[config.mk]
export PLATFORM = sky130hd
export DESIGN_NAME = pipe_stage_elastic
export DESIGN_NICKNAME = d
export VERILOG_FILES = /design/src/rtl/pipe_stage_elastic.sv
export SDC_FILE = /design/constraint.sdc
export NUM_CORES = 1
export LEC_CHECK = 0
export BUFFER_PORTS_ARGS = -buffer_cell sky130_fd_sc_hd__buf_4
export CAP_MARGIN = 20
export CORE_ASPECT_RATIO = 1.4
export CORE_MARGIN = 2
export CORE_UTILIZATION = 40
export DETAILED_ROUTE_END_ITERATION = 6
export PLACE_DENSITY = 0.8
export SLEW_MARGIN = 20
export SYNTH_ARGS = -nofsm -noshare
export SYNTH_HDL_FRONTEND = slang
export SYNTH_SLANG_ARGS = --single-unit
[constraint.sdc]
create_clock -name clk -period 2.45 [get_ports clk]
set_input_delay 0.735 -clock clk [delete_from_list [all_inputs] [get_ports clk]]
set_output_delay 0.735 -clock clk [all_outputs]
set_load 0.005 [all_outputs]
[src/rtl/pipe_stage_elastic.sv]
// N-deep elastic valid/ready pipeline with bubble collapsing, synchronous flush and occupancy count.
// Optional macro PIPE_CLEAR_DATA_EN: data registers reset, flush-clear and bubble-clear to zero.
module pipe_stage_elastic #(
  parameter int unsigned DATA_WIDTH = 32,
  parameter int unsigned STAGES     = 1,
  parameter int unsigned CNT_WIDTH  = $clog2(STAGES + 1)
) (
  input  logic                  clk,
  input  logic                  rst_n,
  input  logic                  flush,
  input  logic                  in_valid,
  output logic                  in_ready,
  input  logic [DATA_WIDTH-1:0] in_data,
  output logic                  out_valid,
  input  logic                  out_ready,
  output logic [DATA_WIDTH-1:0] out_data,
  output logic [CNT_WIDTH-1:0]  occupancy
);

  logic [STAGES-1:0]     v_q, v_d, adv;
  logic [DATA_WIDTH-1:0] d_q [STAGES];
  logic [DATA_WIDTH-1:0] d_d [STAGES];
  logic [STAGES:0]       v_src;
  logic [DATA_WIDTH-1:0] d_src [STAGES+1];
  logic [CNT_WIDTH-1:0]  occ_q, occ_d;
  logic                  in_xfer, out_xfer;

  // adv[i] = out_ready | any bubble at or beyond stage i, built with an
  // accumulator so the chain carries no self-referencing vector.
  always_comb begin : adv_chain
    logic acc;
    acc = out_ready;
    adv = '0;
    for (int unsigned k = 0; k < STAGES; k++) begin
      acc = acc | ~v_q[STAGES-1-k];
      adv[STAGES-1-k] = acc;
    end
  end

  assign in_ready  = adv[0] & ~flush;
  assign in_xfer   = in_valid & in_ready;
  assign out_xfer  = v_q[STAGES-1] & out_ready;
  assign out_valid = v_q[STAGES-1];
  assign out_data  = d_q[STAGES-1];
  assign occupancy = occ_q;

  always_comb begin : next_state
    v_src    = {v_q, in_xfer};
    d_src[0] = in_data;
    for (int unsigned k = 0; k < STAGES; k++) begin
      d_src[k+1] = d_q[k];
    end
    v_d = v_q;
    for (int unsigned k = 0; k < STAGES; k++) begin
      d_d[k] = d_q[k];
      if (adv[k]) begin
        v_d[k] = v_src[k];
`ifdef PIPE_CLEAR_DATA_EN
        d_d[k] = v_src[k] ? d_src[k] : '0;
`else
        if (v_src[k]) begin
          d_d[k] = d_src[k];
        end
`endif
      end
    end
    if (flush) begin
      v_d = '0;
`ifdef PIPE_CLEAR_DATA_EN
      for (int unsigned k = 0; k < STAGES; k++) begin
        d_d[k] = '0;
      end
`endif
    end
  end

  always_comb begin : occ_next
    occ_d = occ_q;
    if (flush) begin
      occ_d = '0;
    end else if (in_xfer && !out_xfer) begin
      occ_d = occ_q + CNT_WIDTH'(1);
    end else if (out_xfer && !in_xfer) begin
      occ_d = occ_q - CNT_WIDTH'(1);
    end
  end

  always_ff @(posedge clk or negedge rst_n) begin
    if (!rst_n) begin
      v_q   <= '0;
      occ_q <= '0;
    end else begin
      v_q   <= v_d;
      occ_q <= occ_d;
    end
  end

`ifdef PIPE_CLEAR_DATA_EN
  always_ff @(posedge clk or negedge rst_n) begin
    if (!rst_n) begin
      for (int unsigned k = 0; k < STAGES; k++) begin
        d_q[k] <= '0;
      end
    end else begin
      for (int unsigned k = 0; k < STAGES; k++) begin
        d_q[k] <= d_d[k];
      end
    end
  end
`else
  always_ff @(posedge clk) begin
    for (int unsigned k = 0; k < STAGES; k++) begin
      d_q[k] <= d_d[k];
    end
  end
`endif

endmodule

---- Word-level counts from Yosys, hierarchy flattened ----
Memory sizes are Yosys's and may differ from the RTL's.
Cells that the tools add are included.
cells by class
  reduce and logical (&&, ||, !) cells .... 6
  bitwise gates (word level) .............. 6
  add/sub/neg operators ................... 2
  mux-type cells .......................... 7
operators by type and width
  kind                                     number
  2-to-1 mux 32 bit                        2
  2-to-1 mux 1 bit                         5
  bitwise AND 1 bit                        3
  nonzero test 3 bit                       1
  logical AND 1 bit                        2
  logical NOT 1 bit                        2
  NOT 1 bit                                2
  nonzero test 2 bit                       1
  adder 1 bit, second input constant       1
  bitwise OR 1 bit                         1
  subtractor 1 bit, second input constant  1
storage, ports and cells
  memories ................................ 1
  word-level logic and storage cells ...... 24
  bits in writable memories ............... 32
  output and inout port bits .............. 35
  input port bits ......................... 37
  register bits after elaboration ......... 2
memory list
  memory  words  bits a word  read ports  clocked after memory_dff  write ports  RTL line  RTL
  d_q     1      32           1           0                         1            21        logic [DATA_WIDTH-1:0] d_q [STAGES];

---- Logic depth before layout (Yosys ltp) ----
Gate-level depths: netlist of the first run.
  depth in word-level cells ............... 9
  mapped depth ............................ 3
  depth with buffers taken out ............ 3

---- Worst setup path before layout of the first run ----
Ideal clock, no wire load.
  path kind ............................... input port to flip-flop
  from .................................... input port out_ready
  to ...................................... memory d_q[0][0] (enable)
  required time ........................... 2.058 ns
  buffers on the path ..................... 0
  setup time .............................. 0.392 ns
  slack ................................... 0.325 ns
  stages on the path ...................... 3
  arrival time ............................ 1.733 ns
  cell sequence ........................... nor2b_1 nor2_1 and2_1
RTL lines
  element          RTL line  RTL
  start, declared  15        input logic out_ready,
  end, declared    21

---- Final worst setup path of the first run ----
  from .................................... input port out_ready
  to ...................................... output port in_ready
between the ends
  longest elaborated chain between the ends .. 2
RTL lines
  element            RTL line  RTL
  bitwise OR 1 bit   35        acc = acc | ~v_q[STAGES-1-k];
  bitwise AND 1 bit  40        assign in_ready = adv[0] & ~flush;
  end, declared      12        output logic in_ready,
Every way passes these cells.

==> impl_metrics.tcl, run 1 <==
set metrics [dict create \
    diodes 0 \
    fin_skew_ps 7.88 \
    dieWidth_um 47.7 \
    synthTopCellsByArea "edfxtp_1 90%, dfrtp_1 4.7%, nor2_1 1.1%" \
    synth_top_cells_by_count "32 x edfxtp_1, 3 x nor2_1, 2 x dfrtp_1" \
    crit_slowest_cell "nor2b_1" \
    drive_gt1_share_pct 65.3 \
    ys_seq_area_share_pct 94.5 \
    holdWs_ps 162 \
    routed_wl_um 2220 \
    crit_type "in -> out" \
    max_freq_ghz 0.515 \
    areaGrowthSynthToFinish_pct 60.7 \
    synthesis.area_mm2 0.00107 \
    via_per_inst 4.34 \
    r2r-start "out_valid" \
    clk_latency_ps 330 \
    crit_path_end_kind "output pin" \
    synth_edf_count 32 \
    crit_chain "buf_4 > nor2b_1 > nor2_1 > buf_4" \
    numPortBuffers 71 \
    synth_warnings 0 \
    cts_setup_buffers 0 \
    finalCritPeriodShare_pct 79.3 \
    io_pins 72 \
    critPathMaxFanout 2 \
    netlist_instances 44 \
    worstPathArrival_ps 1210 \
    relSlewSlack_pct 74.4 \
    antenna_found_initial 0 \
    power.total_mw 1.10 \
    slowest_delay_ps 140 \
    drt-pass1-iter-count 4 \
    drc_errors 0 \
    crit_path_start "out_ready" \
    fin_setup_tns_ps 0 \
    async_reset_ff_share_pct 5.88 \
    clkSlewWorstSetupHoldPaths_ps 100 \
    grt_pass1_wl_um 3100 \
    htree_levels 2 \
    grt_setup_unrepaired "false" \
    clock-sinks 34 \
    hold_viol 0 \
    regArea_mm2 0.00101 \
    status "finished, final reports clean" \
    gr-total-overflow 0 \
    synth.largest_area_cell "edfxtp_1" \
    timing.critical_path.mode_cell "buf_4" \
    cts_max_path_buffers 2 \
    grt_max_degree 33 \
    cp.buffers_inverters 2 \
    cp_top_family "buffers and inverters" \
    initial_utilization_pct 41.3 \
    coreArea_mm2 0.00259 \
    row_count 22 \
    post-dp-hpwl_um 1780 \
    syn-num-nets 81 \
    max_slew.worst_pin.slew_ps 384 \
    finalWeightedCongestion 0.654 \
    p_per_area_mw_per_mm2 637 \
    reg2regPathDepth 4 \
    placed_cells 152 \
    drt_iter0_drc 9 \
    die-area_mm2 0.00311 \
    cts_tree "yes" \
    crit_required_ps 1710 \
    finalSetupViolations 0 \
    grtUsageTotal_pct 16.0 \
    ant_nets 0 \
    hold_buffers 0 \
    synth_top_area_share_pct 89.8 \
    synthFlopType "edfxtp_1" \
    hp-class "in -> async" \
    numCtsBuffers 5 \
    power.static_leakage_nw 0.728 \
    drv_slew 0 \
    min_period_ps 1940 \
    wl_per_cell_um 13.9 \
    peakVddDrop_uv 552 \
    final_nets 160 \
    multi_input_area_um2 58.8 \
    fillers 212 \
    crit_path_start_kind "input pin" \
    syn_area_per_cell_um2 24.3 \
    ys_types 10 \
    chipHeight_um 65.2 \
    drv_cap 0 \
    fin_cells 160 \
    grt_pass1_vias 703 \
    root_buffer "clkbuf_4" \
    cp.depth 4 \
    routed-via-count 695 \
    yosysMostFrequentCell "edfxtp_1" \
    ctsResizeCount 0 \
    synth_seq_cells 34 \
]
==> worst register-to-register path, delay by kind of cell, from the launching register on <==
kind	cells	cell delay, ps
flip-flops	1	420
AND/OR/NAND/NOR	3	440
buffers and inverters	1	350
==> metal layers <==
| metal | track usage (%) | routed length (um) | up-vias |
|---|---|---|---|
| met3 | 8.52 | 197 | 5 |
| met5 | 0 | 0 | - |
| met1 | 13.7 | 610 | 321 |
| met2 | 26.5 | 1360 | 42 |
| li1 | - | - | 327 |
| met4 | 10.1 | 55 | 0 |
==> flip-flops by register name, summed over array words and instances, names as in the netlist <==
register / count
d_q: 32
out_valid: 1
occupancy: 1
==> stage by stage <==
step           worst slack (ps)  instance area (um^2)  util (%)
3_5_place_dp                517                  1660      64.0
5_1_grt                     461                  1720      66.4
3_3_place_gp                542                  1660      64.0
6_report                    508                  1720      66.4
2_1_floorplan               325                  1070         -
4_1_cts                     507                  1720      66.4
==> logic make-up after synthesis <==
family | Yosys count | synth area share, %
DFF | 34 | 94.5
and+or+nand+nor | 8 | 3.98
AOI/OAI and AO/OA | 2 | 1.52
==> report_power, final <==
part / leakage, nW / total, mW / internal [mW] / switching [mW]
clock network: 0.0343 / 0.315 / 0.138 / 0.178
logic: 0.369 / 0.107 / 0.0692 / 0.0378
registers: 0.324 / 0.673 / 0.665 / 0.00795
total: 0.728 / 1.10 / 0.872 / 0.223
==> area by class of cell <==
type | instances | area share (%)
clock inverters | 2 | 0.728
well taps | 36 | 2.62
clock buffers | 6 | 2.98
multi-input cells | 10 | 3.42
repair buffers | 72 | 31.4
flip-flops and latches | 34 | 58.8
==> cells in the final DEF, fill, tap and decap left out <==
| cell | Yosys | final |
|---|---|---|
| nor2b_1 | 1 | 1 |
| a21o_1 | 1 | 1 |
| clkinv_2 | 0 | 1 |
| clkbuf_8 | 0 | 1 |
| clkinvlp_4 | 0 | 1 |
| dfrtp_1 | 2 | 2 |
| nand3_1 | 1 | 1 |
| nand3b_1 | 1 | 1 |
| and2_1 | 1 | 1 |
| edfxtp_1 | 32 | 32 |
| nor2_1 | 3 | 3 |
| nand2b_1 | 1 | 1 |
| clkbuf_4 | 0 | 5 |
| a21oi_2 | 1 | 1 |
| buf_4 | 0 | 72 |
==> final timing paths <==
check / end / slack (ps)
worst min register to register: occupancy / 580
worst max-delay path: in_ready / 510
min in group clk: occupancy / 570
worst min-delay path: out_valid / 160
worst max register to register: d_q[0][1] / 890
max in group asynchronous: occupancy / 2200
(Power assumes the default switching activity.)
==> inputs of run 2 (changes only) <==
Settings changed: CORE_UTILIZATION 40 to 36, PLACE_DENSITY 0.8 to 0.77.
Clock period 2.45 ns to 1.62 ns, I/O delays scaled along.
==> run 2 against run 1 <==
Against the previous run:
- clock power up 93%
- sequential power is 52% higher
- combinational power grew 64%
- die area increased by 10%
- global-route usage down 3.1 points
- flip-flop and latch count stayed put
- non-clock buffer count rose by 3
==> impl_metrics.tcl, run 2 (synthesized netlist as in run 1, its figures left out) <==
set metrics [dict create \
    clk_latency_ps 280 \
    crit_type "reg -> out" \
    largest_reg_flops 32 \
    top_layer "met4" \
    diodes 0 \
    worstPathArrival_ps 1060 \
    critPathMaxFanout 2 \
    slowest_delay_ps 380 \
    crit_path_end_kind "output pin" \
    dr_wl_met2_um 1280 \
    finalCritPeriodShare_pct 95.2 \
    finalSetupViolations 0 \
    grtUsageTotal_pct 12.9 \
    die-area_mm2 0.00343 \
    fin_skew_ps 8.56 \
    crit_path_start_kind "flip-flop" \
    mostFrequentLayoutCells "72 x buf_4, 32 x edfxtp_1, 6 x clkbuf_8" \
    dieWidth_um 50.1 \
    cts_max_path_buffers 2 \
    drt-pass1-iter-count 4 \
    layout_commonest_cell "buf_4" \
    coreArea_mm2 0.00285 \
    grt_pass1_wl_um 3020 \
    fillers 219 \
    fin_setup_tns_ps 0 \
    placed_cells 154 \
    finalWeightedCongestion 0.675 \
    chipHeight_um 68.5 \
    status "finished, final reports clean" \
    root_buffer "clkbuf_8" \
    regArea_mm2 0.00101 \
    multi_input_area_um2 62.6 \
    final_nets 163 \
    gr-total-overflow 0 \
    power.static_leakage_nw 0.765 \
    io_pins 72 \
    cp_top_family "flip-flops" \
    ant_nets 0 \
    max_freq_ghz 0.648 \
    fin_cells 164 \
    cp.buffers_inverters 1 \
    relSlewSlack_pct 92.0 \
    drt_iter0_drc 11 \
    grt_pass1_vias 698 \
    grt_max_degree 21 \
    hold_viol 0 \
    hp-class "in -> reg" \
    clkSlewWorstSetupHoldPaths_ps 60 \
    areaGrowthSynthToFinish_pct 68.4 \
    top_register "d_q" \
    grt_setup_unrepaired "false" \
    drv_slew 0 \
    row_count 23 \
    routed-via-count 705 \
    wl_per_cell_um 13.0 \
    routed_wl_um 2130 \
    drv_cap 0 \
    drc_errors 0 \
    min_period_ps 1540 \
    antenna_found_initial 0 \
    clock-sinks 34 \
    htree_levels 2 \
    p_per_area_mw_per_mm2 1000 \
    initial_utilization_pct 37.5 \
    peakVddDrop_uv 820 \
    crit_slowest_cell "dfrtp_1" \
    crit_required_ps 1130 \
    via_per_inst 4.30 \
    max_slew.worst_pin.slew_ps 120 \
    wl_met3_um 270 \
    crit_chain "nor2b_2 > nor2_1 > buf_4" \
    numCtsBuffers 5 \
    drive_gt1_share_pct 66.1 \
    cts_tree "yes" \
    numPortBuffers 71 \
    drt-met1-wl_um 560 \
]
## run 2: cell types whose count changed in the layout (fill, tap and decap cells not counted), sizes merged
| cell | previous run | this run |
|---|---|---|
| clkbuf | 6 | 7 |
| clkinvlp | 1 | 0 |
| dlygate4sd3 | 0 | 1 |
| buf | 72 | 74 |
## run 2: worst paths after layout
path | from | end | slack [ps] | cells after the start
setup / recovery | out_valid | in_ready | 80 | 3
hold / removal | flush | occupancy | 380 | 2
setup reg to reg | out_valid | d_q[0][13] | 280 | 4
hold reg to reg | occupancy | occupancy | 570 | 2
max in group asynchronous | rst_n | occupancy | 990 | 2
min in group asynchronous | rst_n | out_valid | 540 | 2
## run 2: stage by stage
step | utilization (%) | setup WS, ps | instance area, um^2 | hold WS, ps | total power [mW]
detailed placement | 59.3 | 145 | 1690 | 272 | 1.21
floorplan | - | 70.2 | 1070 | 190 | 1.07
global route | 63.2 | 17.1 | 1800 | 361 | 1.88
CTS | 62.9 | 42.3 | 1790 | 361 | 1.82
finish | 63.2 | 77.8 | 1800 | 376 | 1.80
global placement | 59.3 | 190 | 1690 | 271 | 1.20
## run 2: layout make-up
type                    instances  share of cell area, %
clock buffers                   7                   4.79
clock inverters                 1                  0.278
multi-input cells              10                   3.47
well taps                      37                   2.57
flip-flops and latches         34                   56.1
repair buffers                 75                   32.8
## run 2: timing repair
item / CTS / global route
hold endpoints to repair: 2 / 0
setup buffers: 0 / 1
setup endpoints to repair: 0 / 1
hold buffers: 1 / 0
resized for setup: 0 / 1
## run 2: layer usage
layer	vias to the layer above	global-route usage, %
met5	-	0
met4	0	7.29
met3	2	8.41
met2	45	22.0
met1	327	11.2
li1	331	-
## run 2: power by group
group / internal, mW / switching [mW]
logic: 0.117 / 0.0579
clock network: 0.342 / 0.266
registers: 1.01 / 0.0108
